File: config.mk
export PLATFORM = sky130hd
export DESIGN_NAME = reg_file_rename
export DESIGN_NICKNAME = d
export VERILOG_FILES = /design/src/rtl/reg_file_rename.sv
export SDC_FILE = /design/constraint.sdc
export NUM_CORES = 2
export LEC_CHECK = 0
export CELL_PAD_IN_SITES_DETAIL_PLACEMENT = 2
export CELL_PAD_IN_SITES_GLOBAL_PLACEMENT = 2
export CORE_UTILIZATION = 35
export CTS_CLUSTER_SIZE = 25
export DETAILED_ROUTE_END_ITERATION = 8
export DONT_BUFFER_PORTS = 1
export PLACE_DENSITY_LB_ADDON = 0.1
export SLEW_MARGIN = 20
export SYNTH_ARGS = -nofsm -noshare
export SYNTH_HDL_FRONTEND = slang
export SYNTH_SLANG_ARGS = --single-unit
File: constraint.sdc
create_clock -name clk -period 4.4 [get_ports clk]
set_clock_uncertainty 0.05 [all_clocks]
set_input_delay 0.44 -clock clk [delete_from_list [all_inputs] [get_ports clk]]
set_output_delay 0.44 -clock clk [all_outputs]
set_load 0.02 [all_outputs]
File: src/rtl/reg_file_rename.sv
// Architectural register file plus rename table; commits retire into x1..x31, renames mark regs busy.
// Lookups are combinational (pre-rename state, with same-cycle commit bypass); state updates when rdy_i is high.
module reg_file_rename #(
    parameter int REG_NUM = 32,
    parameter int REG_W   = 5,
    parameter int DATA_W  = 32,
    parameter int TAG_W   = 4
) (
    input  logic              clk,
    input  logic              rst,
    input  logic              rdy_i,
    input  logic              clear_i,
    input  logic              id_rename_valid_i,
    input  logic [REG_W-1:0]  id_rename_reg_i,
    input  logic [TAG_W-1:0]  id_rename_tag_i,
    input  logic [REG_W-1:0]  rs1_addr_i,
    output logic              rs1_busy_o,
    output logic [TAG_W-1:0]  rs1_tag_o,
    output logic [DATA_W-1:0] rs1_data_o,
    input  logic [REG_W-1:0]  rs2_addr_i,
    output logic              rs2_busy_o,
    output logic [TAG_W-1:0]  rs2_tag_o,
    output logic [DATA_W-1:0] rs2_data_o,
    input  logic              commit_valid_i,
    input  logic [REG_W-1:0]  commit_reg_i,
    input  logic [TAG_W-1:0]  commit_tag_i,
    input  logic [DATA_W-1:0] commit_data_i
);

    typedef struct packed {
        logic              busy;
        logic [TAG_W-1:0]  tag;
        logic [DATA_W-1:0] data;
    } lookup_t;

    logic [REG_NUM-1:0][DATA_W-1:0] regs_q, regs_d;
    logic [REG_NUM-1:0]             busy_q, busy_d;
    logic [REG_NUM-1:0][TAG_W-1:0]  tag_q,  tag_d;

    logic commit_en, rename_en;
    assign commit_en = commit_valid_i && (commit_reg_i != '0);
    assign rename_en = id_rename_valid_i && (id_rename_reg_i != '0) && !clear_i;

    always_comb begin
        regs_d = regs_q;
        busy_d = busy_q;
        tag_d  = tag_q;
        if (commit_en) begin
            regs_d[commit_reg_i] = commit_data_i;
            // Only the youngest producer may clear busy; a stale commit leaves the newer mapping alone.
            if (busy_q[commit_reg_i] && (tag_q[commit_reg_i] == commit_tag_i))
                busy_d[commit_reg_i] = 1'b0;
        end
        if (clear_i) begin
            busy_d = '0;
        end else if (rename_en) begin
            busy_d[id_rename_reg_i] = 1'b1;
            tag_d[id_rename_reg_i]  = id_rename_tag_i;
        end
    end

    always_ff @(posedge clk) begin
        if (rst) begin
            regs_q <= '0;
            busy_q <= '0;
            tag_q  <= '0;
        end else if (rdy_i) begin
            regs_q <= regs_d;
            busy_q <= busy_d;
            tag_q  <= tag_d;
        end
    end

    function automatic lookup_t lookup(input logic [REG_W-1:0] a);
        lookup_t r;
        r = '0;
        if (a != '0) begin
            if (commit_valid_i && (commit_reg_i == a) && busy_q[a] && (tag_q[a] == commit_tag_i)) begin
                r.data = commit_data_i;
            end else if (busy_q[a]) begin
                r.busy = 1'b1;
                r.tag  = tag_q[a];
            end else begin
                r.data = regs_q[a];
            end
        end
        return r;
    endfunction

    lookup_t rs1_q, rs2_q;

    always_comb begin
        rs1_q = lookup(rs1_addr_i);
        rs2_q = lookup(rs2_addr_i);
    end

    assign rs1_busy_o = rs1_q.busy;
    assign rs1_tag_o  = rs1_q.tag;
    assign rs1_data_o = rs1_q.data;
    assign rs2_busy_o = rs2_q.busy;
    assign rs2_tag_o  = rs2_q.tag;
    assign rs2_data_o = rs2_q.data;

endmodule

# == Word-level counts from Yosys, hierarchy flattened ==
# Index checks and enable logic that the tools add are counted.
# totals
regBits,1184
latch_bits,0
mem_bits_rw,0
romBits,0
in_bits,66
out_inout_bits,74
word_cells,139
n_memories,0
# op_classes
n_addsub,0
mul,0
n_div,0
order_cmp,6
n_eq_ne,5
n_shift,0
n_mux,40
bitwise_logic,4
n_reduce_logical,19
# op_table
op,n
bitwise mux 1024 bit,1
2-to-1 mux 32 bit,11
binary-select mux 32 bit (select 5 bit),2
demux 32 bit (select 5 bit),1
bitwise mux 128 bit,1
2-to-1 mux 37 bit,2
binary-select mux 4 bit (select 5 bit),3
bitwise AND 32 bit,1
inverter 32 bit,1
bitwise OR 32 bit,1
"< comparator 5 x 6 -> 1 bit, second input constant",4
demux 4 bit (select 5 bit),1
2-to-1 mux 5 bit,4
nonzero test 5 bit,4
2-to-1 mux 4 bit,4
binary-select mux 1 bit (select 5 bit),3
== test 4 bit,3
logical AND 1 bit,12
demux 1 bit (select 5 bit),2
== test 5 bit,2
">= comparator 5 x 1 -> 1 bit, second input constant",2
2-to-1 mux 1 bit,5
AND reduction 3 bit,1
AND reduction 2 bit,1
2 further kinds,2

# == Longest topological paths before layout ==
# depth
ltp_word,11
mapped_depth,14
ltp_nobuf,8

# == Worst setup path before layout ==
# No wires, ideal clock.
# synth_path
path_type,input to output
start,in rs2_addr_i[0]
end,out rs2_data_o[11]
arrival_time_ps,3005
required_time_ps,3910
path_slack_ps,905
cell_stages,11
path_buffers,7
path_cell_list,buf_4 -> buf_6 -> buf_6 -> buf_4 -> buf_2 -> buf_4 -> buf_2 -> mux4_2 -> a221oi_1 -> a211oi_1 -> a41o_1
# synth_via
elab_chain_len,6
elab_cells_between_ends,15
cone_classes,eq/ne: 2; mux: 9; reduce/logical: 4
# synth_lines
item,line,text
start: declaration,20,"input logic [REG_W-1:0] rs2_addr_i,"
binary-select mux 4 bit (select 5 bit) (tied with other cells),78,if (commit_valid_i && (commit_reg_i == a) && busy_q[a] && (tag_q[a] == commit_tag_i)) begin
2-to-1 mux 4 bit (not written as such) (tied with other cells),78,
== test 4 bit or logical AND 1 bit (tied branches),78,
logical AND 1 bit,78,
2-to-1 mux 32 bit,78,
2-to-1 mux 37 bit (*),77,if (a != '0) begin
end: declaration,23,"output logic [DATA_W-1:0] rs2_data_o,"
# Every way passes the cells marked *; elsewhere a longest branch is shown, timed or not. The select of a mux whose other input is x is not followed.

# == Worst setup path after layout ==
# layout_path
start,reg tag_q[116] in the netlist's numbering
end,out rs2_tag_o[0]
# layout_via
elab_chain_len,6
elab_cells_between_ends,7
cone_classes,eq/ne: 1; mux: 5; reduce/logical: 1
# layout_lines
item,line,text
start: declaration,38,"logic [REG_NUM-1:0][TAG_W-1:0] tag_q, tag_d;"
start signal: assignment,70,tag_q <= tag_d;
binary-select mux 4 bit (select 5 bit) (*),"78, 82",
2-to-1 mux 4 bit (not written as such) (*),"78, 82",
== test 4 bit,78,
logical AND 1 bit,78,
2-to-1 mux 5 bit (*),78,
2-to-1 mux 37 bit (*),77,
end: declaration,22,"output logic [TAG_W-1:0] rs2_tag_o,"
# Marked as above.

==> qor.txt <==
worst r2r dst - busy_q[13]
WL/cell - 34.35 um
worst stage delay on the critical path - 680 ps
Avg Cell Area, Syn - 9.072 sq um
Overflow after GRT - 0
top-level port count - 140
pwr/cell area - 328.3 mW/mm^2
CP endpoint kind - output pin
Worst Setup Start Kind - flip-flop
family with the most delay on the worst path - simple AND/OR/NAND/NOR gates
part of the cycle the worst path needs - 98.92%
Worst-Skew Late Latency - 820 ps
worst-path cell chain - mux4_2 > nor2b_1 > a2111oi_1 > a221o_1 > xnor2_1 > nor4_4 > buf_4 > and2_1 > nor3_1
fmax - 229.8 MHz
failing checks - design-rule violations, max-slew violations
Final Hold Fails - 0
syn nets - 6943
Max Cap Viol - 0
clk root buf - clkbuf_16
fin. max-slew vios - 393
worst hold stages - 4
Finished Layout Cells - 9493
Port Buffers - 0
drc violations - 12
clock buffer depth - 3
met3 wire length - 24330 um
R2R Setup Slk - 1200 ps
Placer Congestion - 0.8492
TritonCTS clock tree - built
CP arrival - 3860 ps
worst r2r path cells - 9
post-synth cell types - 63
Internal Power - 18.69 mW
Nets - 7082
clock share of power - 50.9%
RR Startpoint - busy_q[19]
sequential share of power - 43.5%
die width - 424.2 um
synthesized instance count - 6877
initial DRC count - 4902
Min-Delay Endpoint - tag_q[105]
layout cells sized above 1 - 16.28%
Synth Cell Area - 0.06238 sq mm
sequential share of the synthesized area - 37.99%
WL met2 - 152500 um
largest net degree at the start of global routing - 491
Top FF cell, synth - dfxtp_1
initial antenna violation count - 17
Initial Util - 35.35%
Total Power - 24.84 mW
drt first pass iters - 7
CTS Buf Count - 146
post-DR vias/cell - 6.242
unrepaired setup endpoints after global routing - false
post-route ant nets - 0
die area - 0.1799 sq mm
maximum fanout along the worst path - 5
area grow syn2layout - 21.27%
Sw Share - 24.74%
CTS H-tree lvls - 4
power share of the combinational group - 5.7%
gr usage total - 35.87%
Core Area - 0.1765 sq mm
Post-Route M1 WL - 131000 um
dpl cells - 8605
min-delay src - id_rename_reg_i[0]
Clock Sinks - 1184
worst hold path type - primary input to flip-flop
DP HPWL - 168000 um
DR top layer - met5
Critical path buffers and inverters - 1
Seq cells post-synth - 1184
ys async rst share - 0%
first-pass GRT wire length - 466400 um
vias in the first global route - 63070
run status - complete, but fails checks
fin crit period - 4353 ps
Rows - 154
Max VDD drop - 393.4 uV
Slew HR - -58.42%
P_leak - 26.16 nW
Final Setup Violations - 0
clk slew on worst S/H paths - 50 ps
Worst-Margin Slew - 2376 ps
synth warn - 0
routed wire length - 326100 um
Slowest-stage cell, CP - nor3_1
Req. time, crit path - 3910 ps
TNS Setup - 0 ps
Die Y - 424.2 um
critical path class - flip-flop to output pin
NetSw - 6.146 mW
Vias - 59250
Post-synth EDFFs - 0
logic make-up (layout without fill, tap and decap cells):
family          Yosys count  after routing  share of synthesized area, %
mux                     917            917                         27.87
compound gates         1402           1402                         12.33
other cells               0             14                             0
buf+inv                 776           1038                         5.088
flops                  1184           1184                         37.99
simple gates           2576           2576                         16.40
xor+xnor                 22             22                        0.3209
worst register-to-register path, cell delays in order (launching register included):
cell and delay, ps:
dfxtp_1 380, inv_1 80, mux4_2 550, a21oi_1 160, o21ai_0 130, a221oi_1 420
nand4_1 340, o21ai_1 580, buf_4 260, o21ai_0 100
cell usage after synthesis, types with 13 or more instances:
cell          n  share of area [%]
nand2_1    2194                 13
dfxtp_1    1184                 38
a21oi_1    1104                8.9
mux4_2      647                 23
clkbuf_1    593                3.6
mux2i_1     244                3.9
nor2_1      134               0.81
nand3_1      97               0.78
buf_2        71               0.57
nor2b_1      45               0.45
o21ai_0      40               0.32
a31oi_1      34               0.34
buf_1        34               0.20
inv_1        34               0.20
o2bb2ai_1    33               0.46
o22ai_1      30               0.30
a22oi_1      28               0.34
a221oi_1     24               0.34
o21ai_1      23               0.18
o221ai_1     22               0.31
nand4_1      20               0.20
a211oi_1     19               0.23
mux2_2       17               0.31
clkbuf_2     16               0.13
buf_4        15               0.18
a41o_1       14               0.22
xor2_1       13               0.18
metrics by stage:
stage / worst slack, ps / hold WS, ps / cell area [sq um] / util, %
after floorplan: 905.1 / 392.9 / 62380 / -
after global placement: 524.2 / 398.4 / 64210 / 36.38
after detailed placement: 506.8 / 411.6 / 64210 / 36.38
after CTS: 39.71 / 1.056 / 75550 / 42.80
after global routing: 6.593 / 48.32 / 75640 / 42.85
final: 47.46 / 43.63 / 75650 / 42.86
timing repair:
item | CTS | global route
endpoints found under the hold margin | 1151 | 0
resized for setup | 3 | 1
pin swaps | 1 | 0
hold buffers | 600 | 0
endpoints found under the setup margin | 32 | 2
setup buffers | 1 | 0
gates cloned | 0 | 0
flip-flops by register name, summed over array words and instances, names as in the netlist:
signal  cells
regs_q   1024
busy_q     32
tag_q     128
area by class of cell:
type | instances | area (sq um)
fillers | 18820 | 100800
multi-input cells | 4917 | 36060
well taps | 2340 | 2928
clock inverters | 40 | 430.4
clock buffers | 231 | 4468
flip-flops and latches | 1184 | 23700
repair buffers | 732 | 7891
inverters | 35 | 136.4
diodes | 14 | 35.03
cell usage in the layout, fill, tap and decap left out, types with 13 or more instances in the layout:
cell type | Yosys | layout
nand2_1 | 2194 | 2162
dfxtp_1 | 1184 | 1184
a21oi_1 | 1104 | 1104
mux4_2 | 647 | 647
dlygate4sd3_1 | 0 | 561
mux2i_1 | 244 | 244
clkbuf_16 | 0 | 150
nor2_1 | 134 | 102
nand3_1 | 97 | 97
buf_4 | 15 | 94
buf_12 | 1 | 71
nor2b_1 | 45 | 45
clkbuf_8 | 0 | 41
o21ai_0 | 40 | 40
clkbuf_1 | 593 | 40
inv_1 | 34 | 34
o2bb2ai_1 | 33 | 33
a31oi_1 | 34 | 33
nor2_4 | 0 | 32
nand2_4 | 0 | 31
o22ai_1 | 30 | 30
a22oi_1 | 28 | 28
a221oi_1 | 24 | 24
o21ai_1 | 23 | 23
o221ai_1 | 22 | 22
clkinv_2 | 0 | 21
nand4_1 | 20 | 20
a211oi_1 | 19 | 19
mux2_2 | 17 | 17
diode_2 | 0 | 14
a41o_1 | 14 | 14
xor2_1 | 13 | 13
power by group through the flow:
stage	registers, mW	clock network [mW]	logic (mW)
2_1_floorplan	11.0	0	1.22
3_3_place_gp	11.0	0	0.895
3_5_place_dp	11.0	0	0.908
4_1_cts	10.8	12.8	1.38
5_1_grt	10.8	13.2	1.44
6_report	10.8	12.6	1.41
how the worst max path moves through the flow:
stage,start,endpoint,cells after the start
2_1_floorplan,rs2_addr_i[0],rs2_data_o[11],11
3_3_place_gp,rs2_addr_i[0],rs2_data_o[13],9
3_5_place_dp,rs2_addr_i[0],rs2_data_o[22],9
4_1_cts,busy_q[31],rs1_data_o[27],6
5_1_grt,tag_q[62],rs2_tag_o[0],9
6_report,tag_q[116],rs2_tag_o[0],9
routing by layer:
metal / vias up / track usage, %
li1: 24610 / -
met1: 31620 / 45.16
met2: 2291 / 58.13
met3: 713 / 7.411
met4: 24 / 18.28
met5: - / 0
Note: power is estimated with default switching activity, not from simulation.
